## src/rtl/lfsr_stream_if.sv

```systemverilog
// Output stream bundle for lfsr_stream: word, valid/ready handshake and lockup pulse.
interface lfsr_stream_if #(
  parameter int WIDTH = 32
) ();
  logic             valid_o;
  logic [WIDTH-1:0] data_o;
  logic             ready_i;
  logic             lockup_o;

  modport master (
    output valid_o,
    output data_o,
    output lockup_o,
    input  ready_i
  );

  modport slave (
    input  valid_o,
    input  data_o,
    input  lockup_o,
    output ready_i
  );
endinterface

```

## src/rtl/lfsr_stream.sv

```systemverilog
// Parametrised Fibonacci LFSR word source with warm-up phase and valid/ready output.
// Define LFSR_LOCKUP_RECOVER_EN to replace an all-zero advance with SEED and pulse lockup_o.
module lfsr_stream #(
  parameter int               WIDTH  = 32,
  parameter logic [WIDTH-1:0] TAPS   = 32'h088C_8892,
  parameter logic [WIDTH-1:0] SEED   = 32'h00BD_6D01,
  parameter int               STEPS  = 1,
  parameter int               WARMUP = 0
) (
  input  logic             clk_i,
  input  logic             reset_i,
  input  logic             en_i,
  input  logic             load_i,
  input  logic [WIDTH-1:0] seed_i,
  lfsr_stream_if.master    io_stream
);

  typedef enum logic {
    ST_WARM = 1'b0,
    ST_RUN  = 1'b1
  } state_t;

  localparam logic [7:0] WARM_CNT   = 8'(WARMUP);
  localparam state_t     ENTRY_STATE = (WARMUP == 0) ? ST_RUN : ST_WARM;

  state_t           r_state;
  state_t           w_nextState;
  logic [WIDTH-1:0] r_data;
  logic [7:0]       r_wcnt;
  logic             r_lockup;
  logic             w_valid;
  logic [WIDTH-1:0] w_shifted;
  logic [WIDTH-1:0] w_advResult;
  logic             w_advance;
  logic             w_lockup;
  logic [7:0]       w_wcntInc;
  logic [WIDTH-1:0] w_loadValue;

  // STEPS single shifts unrolled into one combinational advance
  always_comb begin
    w_shifted = r_data;
    for (int k = 0; k < STEPS; k++) begin
      w_shifted = {w_shifted[WIDTH-2:0], ^(w_shifted & TAPS)};
    end
  end

`ifdef LFSR_LOCKUP_RECOVER_EN
  assign w_advResult = (w_shifted == '0) ? SEED : w_shifted;
  assign w_lockup    = w_advance && (w_shifted == '0);
`else
  assign w_advResult = w_shifted;
  assign w_lockup    = 1'b0;
`endif

  assign w_advance   = en_i && ((r_state == ST_WARM) || (w_valid && io_stream.ready_i));
  assign w_wcntInc   = r_wcnt + 8'd1;
  assign w_loadValue = (seed_i == '0) ? SEED : seed_i;

  always_ff @(posedge clk_i) begin
    if (reset_i) begin
      r_state <= ENTRY_STATE;
    end else begin
      r_state <= w_nextState;
    end
  end

  always_comb begin
    w_nextState = r_state;
    if (load_i) begin
      w_nextState = ENTRY_STATE;
    end else if ((r_state == ST_WARM) && en_i && (w_wcntInc == WARM_CNT)) begin
      w_nextState = ST_RUN;
    end
  end

  always_comb begin
    w_valid = (r_state == ST_RUN);
  end

  // Load wins over any same-cycle handshake, so the loaded word is never advanced
  always_ff @(posedge clk_i) begin
    if (reset_i) begin
      r_data   <= SEED;
      r_wcnt   <= 8'd0;
      r_lockup <= 1'b0;
    end else if (load_i) begin
      r_data   <= w_loadValue;
      r_wcnt   <= 8'd0;
      r_lockup <= 1'b0;
    end else begin
      r_lockup <= w_lockup;
      if (w_advance) begin
        r_data <= w_advResult;
      end
      if ((r_state == ST_WARM) && en_i) begin
        r_wcnt <= w_wcntInc;
      end
    end
  end

  assign io_stream.valid_o  = w_valid;
  assign io_stream.data_o   = r_data;
  assign io_stream.lockup_o = r_lockup;

endmodule

```

## src/flat_wrapper.sv

```systemverilog
// flat-port wrapper written by rule: the top's interface ports become plain ports
module lfsr_stream_flat 
#(
  parameter int               WIDTH  = 32,
  parameter logic [WIDTH-1:0] TAPS   = 32'h088C_8892,
  parameter logic [WIDTH-1:0] SEED   = 32'h00BD_6D01,
  parameter int               STEPS  = 1,
  parameter int               WARMUP = 0
)
  (clk_i, reset_i, en_i, load_i, seed_i, io_stream_valid_o, io_stream_data_o, io_stream_lockup_o, io_stream_ready_i);
  lfsr_stream_if #(.WIDTH(WIDTH)) io_stream_i ();
  input  logic clk_i;
  input  logic reset_i;
  input  logic en_i;
  input  logic load_i;
  input  logic [WIDTH-1:0] seed_i;
  output wire logic [$bits(io_stream_i.valid_o)-1:0] io_stream_valid_o;
  output wire logic [$bits(io_stream_i.data_o)-1:0] io_stream_data_o;
  output wire logic [$bits(io_stream_i.lockup_o)-1:0] io_stream_lockup_o;
  input wire logic [$bits(io_stream_i.ready_i)-1:0] io_stream_ready_i;
  assign io_stream_valid_o = io_stream_i.valid_o;
  assign io_stream_data_o = io_stream_i.data_o;
  assign io_stream_lockup_o = io_stream_i.lockup_o;
  assign io_stream_i.ready_i = io_stream_ready_i;
  lfsr_stream #(.WIDTH(WIDTH), .TAPS(TAPS), .SEED(SEED), .STEPS(STEPS), .WARMUP(WARMUP)) u_core (.clk_i(clk_i), .reset_i(reset_i), .en_i(en_i), .load_i(load_i), .seed_i(seed_i), .io_stream(io_stream_i));
endmodule
```

## config.mk

```make
export PLATFORM = sky130hd
export DESIGN_NAME = lfsr_stream_flat
export DESIGN_NICKNAME = d
export VERILOG_FILES = /design/src/rtl/lfsr_stream_if.sv /design/src/rtl/lfsr_stream.sv /design/src/flat_wrapper.sv
export SDC_FILE = /design/constraint.sdc
export NUM_CORES = 1
export LEC_CHECK = 0
export CORE_MARGIN = 1
export CORE_UTILIZATION = 48
export CTS_BUF_LIST = sky130_fd_sc_hd__clkbuf_8
export CTS_CLUSTER_DIAMETER = 120
export CTS_CLUSTER_SIZE = 16
export DETAILED_ROUTE_END_ITERATION = 8
export PLACE_DENSITY_LB_ADDON = 0.15
export SYNTH_ARGS = -nofsm -noshare
export SYNTH_HDL_FRONTEND = slang
export SYNTH_SLANG_ARGS = --single-unit
```

## constraint.sdc

```tcl
create_clock -name clk_i -period 3.5 [get_ports clk_i]
set_clock_uncertainty 0.15 [all_clocks]
set_input_delay 0.7 -clock clk_i [delete_from_list [all_inputs] [get_ports clk_i]]
set_output_delay 0.7 -clock clk_i [all_outputs]
set_load 0.005 [all_outputs]
```

==> results of run 1 <==
## report_power, final
part           total (mW)  leakage, nW  internal [mW]  switching, mW
logic               0.213        0.629          0.121         0.0916
clock network       0.287       0.0538          0.154          0.133
registers           0.410        0.265          0.389         0.0210
## routing by layer
metal	wire length [um]	GRT usage	vias up	share of wire
li1	-	-	933	-
met1	2110	0.328	862	0.45
met2	2240	0.416	70	0.47
met3	302	0.0497	7	0.064
met4	69	0.0952	0	0.015
met5	0	0	-	0
## layout by cell type, fill, tap and decap left out, drive strengths merged
cell type       n
a21boi          1
a31oi          12
conb            2
buf             5
xor2            1
nor4            8
a2111oi         1
nor3            1
nand3          20
clkdlybuf4s50  67
and3           11
clkbuf          6
a211oi         11
or2            12
nand4           2
nand2          21
inv            13
nor2           21
dfxtp          32
a21oi          40
xnor2           7
## cell families (layout without fill, tap and decap cells)
kind of cell | after synthesis | count (layout) | synth area share
DFF | 32 | 32 | 0.373
other | 2 | 2 | 0.00437
AOI/OAI and AO/OA | 65 | 65 | 0.220
buffers and inverters | 34 | 91 | 0.0844
xor gates and xnor gates | 8 | 8 | 0.0408
and+or+nand+nor | 96 | 96 | 0.278
## area by class of cell
cell class,count,area [um2]
Multi-Input combinational cell,171,933
Inverter,11,41.3
Clock buffer,6,82.6
Sequential cell,32,641
Timing Repair Buffer,72,706
Clock inverter,2,7.51
Tap cell,46,57.6
Fill cell,287,921
## worst register-to-register path: stages, from the launching register on
cell	delay [ns]
dfxtp_1	0.41
xnor2_1	0.16
xnor2_1	0.16
xnor2_1	0.16
xnor2_1	0.16
a21boi_2	0.07
## worst max path at each step
stage	to	depth (start not counted)	slack, ns
after global routing	u_core.io_stream.data_o[0]	6	1.00
after floorplan	u_core.io_stream.data_o[0]	6	1.56
after global placement	u_core.io_stream.data_o[0]	6	0.86
after detailed placement	u_core.io_stream.data_o[0]	6	0.82
after CTS	u_core.io_stream.data_o[0]	6	1.10
final	u_core.io_stream.data_o[0]	6	1.10
## metrics by stage
stage / utilization / cell area, um2 / std cells / power, mW
6_report: 0.728 / 2470 / 340 / 0.910
5_1_grt: 0.728 / 2470 / 340 / 0.955
4_1_cts: 0.728 / 2470 / 340 / 0.913
3_5_place_dp: 0.702 / 2380 / 332 / 0.629
3_3_place_gp: 0.702 / 2380 / 332 / 0.626
2_1_floorplan: - / 1720 / 237 / 0.518
==> impl_metrics.json, run 1 <==
{
  "status": "complete, no violations",
  "synthTopCellsByCount": "a21oi_1, dfxtp_1, nand2_1, nor2_1, nand3_1",
  "max_cap_violations": 0,
  "rows": 21,
  "path_max_fanout": 12,
  "cts_tree": "done",
  "postSynth.asyncResetShare": 0,
  "final_layout_size_suffix_gt1_frac": 0.0476,
  "cts_resized": 0,
  "die_h_um": 61.8,
  "yosysTopAreaCellShare": 0.373,
  "drc": 0,
  "grt_max_degree": 66,
  "core_area_um2": 3390,
  "path_cells": "clkdlybuf4s50_1, nor4_1, nand4_1, or2_4, a31oi_1, a21boi_2",
  "hold-path-cell-count": 4,
  "whs_ns": 0.458,
  "place_ws_ns": 0.815,
  "synth_fp_nets": 274,
  "cts.sinks": 32,
  "worstReg2RegEnd": "u_core.io_stream.data_o[0]",
  "grt_first_pass_wirelength_um": 7070,
  "post_cts_buffers": 0,
  "max_slew_margin": 0.303,
  "final_max_slew_viol_count": 0,
  "crit_start": "seed_i[28]",
  "ys_types": 25,
  "drt-initial-drc-count": 103,
  "start_util": 0.507,
  "reg2reg_from": "u_core.io_stream.data_o[23]",
  "setup_viol": 0,
  "synthFlopType": "dfxtp_1",
  "layout_min_cycle_time_ns": 2.40,
  "synth_edf_count": 0,
  "tightest_slew_ns": 1.05,
  "power_density_nw_per_um2": 369,
  "rr_worst_depth": 5,
  "antenna_found_initial": 0,
  "num_vias": 1872,
  "critPathBufInv": 1,
  "dieWidth_um": 61.8,
  "numCtsBuffers": 5,
  "setup_ws_ns": 1.10,
  "worst_hold_path_type": "flop to flop",
  "routabilityCongestion": 0.774,
  "hold_buffers": 0,
  "diodes": 0,
  "static-leakage-power_nw": 0.948,
  "clockBufferDepth": 2,
  "drtAntennaViolNets": 0,
  "grt_pass1_vias": 1583,
  "finalWirelength_um": 4710,
  "crit_arrival_ns": 2.47,
  "synth-seq-cells": 32,
  "rrSetupSlack_ns": 2.13,
  "area_delta_synth_final_pct": 43.6,
  "crit_family": "simple AND/OR/NAND/NOR gates",
  "max_freq_mhz": 417,
  "start_kind": "input port",
  "holdPathEnd": "u_core.io_stream.data_o[31]",
  "die-area_um2": 3820,
  "ioPinCount": 71,
  "synth_area_leaders": "dfxtp_1, a21oi_1, nand3_1",
  "drtPass1Iterations": 4,
  "cts.reportedPaths.clkPinSlew_ns": 0.06,
  "clock_latency_ns": 0.28,
  "syn_avg_cell_area_um2": 7.25,
  "rsz0062_at_grt": "no",
  "critPathCaptureType": "flop",
  "vdd_drop_max_uv": 202,
  "fin_crit_sh": 0.685,
  "yosys_warnings": 0,
  "via_per_inst": 5.51,
  "post_drt_wl_per_cell_um": 13.9,
  "cp_slowest_cell": "clkdlybuf4s50_1",
  "timing_hold_violations_final": 0,
  "tns_ns": 0,
  "grtUsageTotal": 0.253,
  "synth.yosys.seq_area_share": 0.373,
  "clock-root-buffer": "clkbuf_8",
  "grt-ovfl-total": 0,
  "portBuffers": 68,
  "largest_reg_flops": 32,
  "syn_area_um2": 1720,
  "postSynthCellCount": 237,
  "synth_most_common_cell": "a21oi_1",
  "dp_hpwl_um": 3080,
  "holdCritStartpoint": "u_core.io_stream.data_o[31]",
  "cp.required_ns": 3.57,
  "finalNetCount": 330,
  "cp_slowest_stage_delay_ns": 0.44,
  "netlist.top_cell.by_area": "dfxtp_1",
  "h-tree-depth": 2,
  "criticalPathCategory": "input port to flop"
}
No activity file was read; power rests on OpenSTA's default activity.
==> inputs of run 2 (changes only) <==
--- a/config.mk
+++ b/config.mk
@@ -6,7 +6,7 @@
 export NUM_CORES = 1
 export LEC_CHECK = 0
 export CORE_MARGIN = 1
-export CORE_UTILIZATION = 48
+export CORE_UTILIZATION = 40
 export CTS_BUF_LIST = sky130_fd_sc_hd__clkbuf_8
 export CTS_CLUSTER_DIAMETER = 120
 export CTS_CLUSTER_SIZE = 16
==> constraint.sdc (replaced) <==
create_clock -name clk_i -period 2.2 [get_ports clk_i]
set_clock_uncertainty 0.15 [all_clocks]
set_input_delay 0.44 -clock clk_i [delete_from_list [all_inputs] [get_ports clk_i]]
set_output_delay 0.44 -clock clk_i [all_outputs]
set_load 0.005 [all_outputs]
==> run 2 against run 1 <==
Against the previous run:
- routed wire length is 3.8% higher
- die area rose by 19%
- sequential power grew 59%
- sequential cell count is the same
- core utilization is 9.8 points lower
- critical endpoint is now u_core.io_stream.data_o[14]
- highest routed layer unchanged
==> impl_metrics.json, run 2 (synthesis gave the netlist of run 1 again) <==
{
  "setup_viol": 0,
  "rsz0062_at_grt": "no",
  "area_delta_synth_final_pct": 48.8,
  "via_per_inst": 5.39,
  "timing_hold_violations_final": 0,
  "clockBufferDepth": 2,
  "post_drt_wl_per_cell_um": 14.0,
  "num_vias": 1887,
  "fin_util": 0.631,
  "tns_ns": 0,
  "layout_commonest_cell": "clkdlybuf4s50_1",
  "grt_pass1_vias": 1651,
  "crit_arrival_ns": 2.10,
  "clock_latency_ns": 0.28,
  "grtUsageTotal": 0.225,
  "hold-path-cell-count": 4,
  "layout_min_cycle_time_ns": 2.03,
  "start_kind": "input port",
  "rr_worst_depth": 5,
  "max_cap_violations": 0,
  "rows": 23,
  "grt-ovfl-total": 0,
  "final_max_slew_viol_count": 0,
  "largest_reg_flops": 32,
  "cts.sinks": 32,
  "criticalPathCategory": "input port to flop",
  "dieWidth_um": 67.6,
  "clock-root-buffer": "clkbuf_8",
  "routabilityCongestion": 0.866,
  "antenna_found_initial": 0,
  "numCtsBuffers": 5,
  "cts.reportedPaths.clkPinSlew_ns": 0.06,
  "final_cell_mix": "clkdlybuf4s50_1, a21oi_1, dfxtp_1",
  "critPathCaptureType": "flop",
  "h-tree-depth": 2,
  "finalWirelength_um": 4890,
  "drt-initial-drc-count": 153,
  "die_h_um": 67.6,
  "setup_ws_ns": 0.171,
  "cp.required_ns": 2.27,
  "ioPinCount": 71,
  "hold_buffers": 0,
  "portBuffers": 68,
  "static-leakage-power_nw": 0.989,
  "fin_crit_sh": 0.922,
  "power_density_nw_per_um2": 576,
  "path_max_fanout": 12,
  "cts_resized": 0,
  "status": "complete, no violations",
  "core_area_um2": 4060,
  "vdd_drop_max_uv": 329,
  "place_ws_ns": -0.0964,
  "die-area_um2": 4560,
  "post_cts_buffers": 0,
  "final_layout_size_suffix_gt1_frac": 0.0733,
  "grt_max_degree": 33,
  "start_util": 0.424,
  "grt_first_pass_wirelength_um": 7820,
  "max_freq_mhz": 493,
  "drtPass1Iterations": 4,
  "drtAntennaViolNets": 0,
  "dp_hpwl_um": 3400,
  "cts_tree": "done",
  "diodes": 0,
  "worst_hold_path_type": "flop to flop",
  "finalNetCount": 336,
  "drc": 0
}
[run 2: cell count changes in the layout (fill, tap and decap cells not counted), sizes merged]
cell / previous run / this run
inv: 13 / 11
clkinv: 0 / 2
buf: 5 / 11
[run 2: report_power, final]
part | total, mW | switching (mW) | internal [mW] | leakage, nW
logic | 0.357 | 0.150 | 0.207 | 0.673
clock network | 0.464 | 0.215 | 0.249 | 0.0510
registers | 0.653 | 0.0349 | 0.618 | 0.265
[run 2: final cells by class]
cell class	count	area (um2)
timing repair buffer	78	788
clock inverter	2	10.0
fill	387	1500
tap	50	62.6
clock buffer	6	82.6
multi-input combinational	171	933
inverter	11	41.3
sequential	32	641
[run 2: critical path, stage by stage]
cell	delay, ns
clkdlybuf4s50_1	0.42
nor4_1	0.39
nand4_1	0.17
or2_4	0.34
a31oi_1	0.20
or2_1	0.12
[run 2: final timing paths]
| check | startpoint | endpoint | slack [ns] |
|---|---|---|---|
| max | seed_i[28] | u_core.io_stream.data_o[14] | 0.17 |
| min | u_core.io_stream.data_o[31] | u_core.io_stream.data_o[31] | 0.47 |
| max reg2reg | u_core.io_stream.data_o[23] | u_core.io_stream.data_o[0] | 0.81 |
| min reg2reg | u_core.io_stream.data_o[31] | u_core.io_stream.data_o[31] | 0.47 |
[run 2: per-stage QoR]
stage	instances	power, mW	cell area, um2	hold WS, ns
2_1_floorplan	237	0.824	1720	0.430
3_3_place_gp	342	1.02	2470	0.450
3_5_place_dp	342	1.02	2470	0.461
4_1_cts	350	1.49	2560	0.471
5_1_grt	350	1.55	2560	0.507
6_report	350	1.47	2560	0.474
[run 2: routing by layer]
metal / up-vias / wire [um] / share of wire / track usage
li1: 946 / - / - / -
met2: 68 / 2330 / 0.48 / 0.361
met3: 5 / 317 / 0.065 / 0.0490
met4: 0 / 29 / 0.0059 / 0.0612
met1: 868 / 2210 / 0.45 / 0.300
met5: - / 0 / 0 / 0
==> inputs of run 3 (changes only) <==
--- a/config.mk
+++ b/config.mk
@@ -8,7 +8,7 @@
 export CORE_MARGIN = 1
 export CORE_UTILIZATION = 40
 export CTS_BUF_LIST = sky130_fd_sc_hd__clkbuf_8
-export CTS_CLUSTER_DIAMETER = 120
+export CTS_CLUSTER_DIAMETER = 80
 export CTS_CLUSTER_SIZE = 16
 export DETAILED_ROUTE_END_ITERATION = 8
 export PLACE_DENSITY_LB_ADDON = 0.15
==> results of run 3 <==
No change in the layout: final DEF, timing and power equal those of run 2.
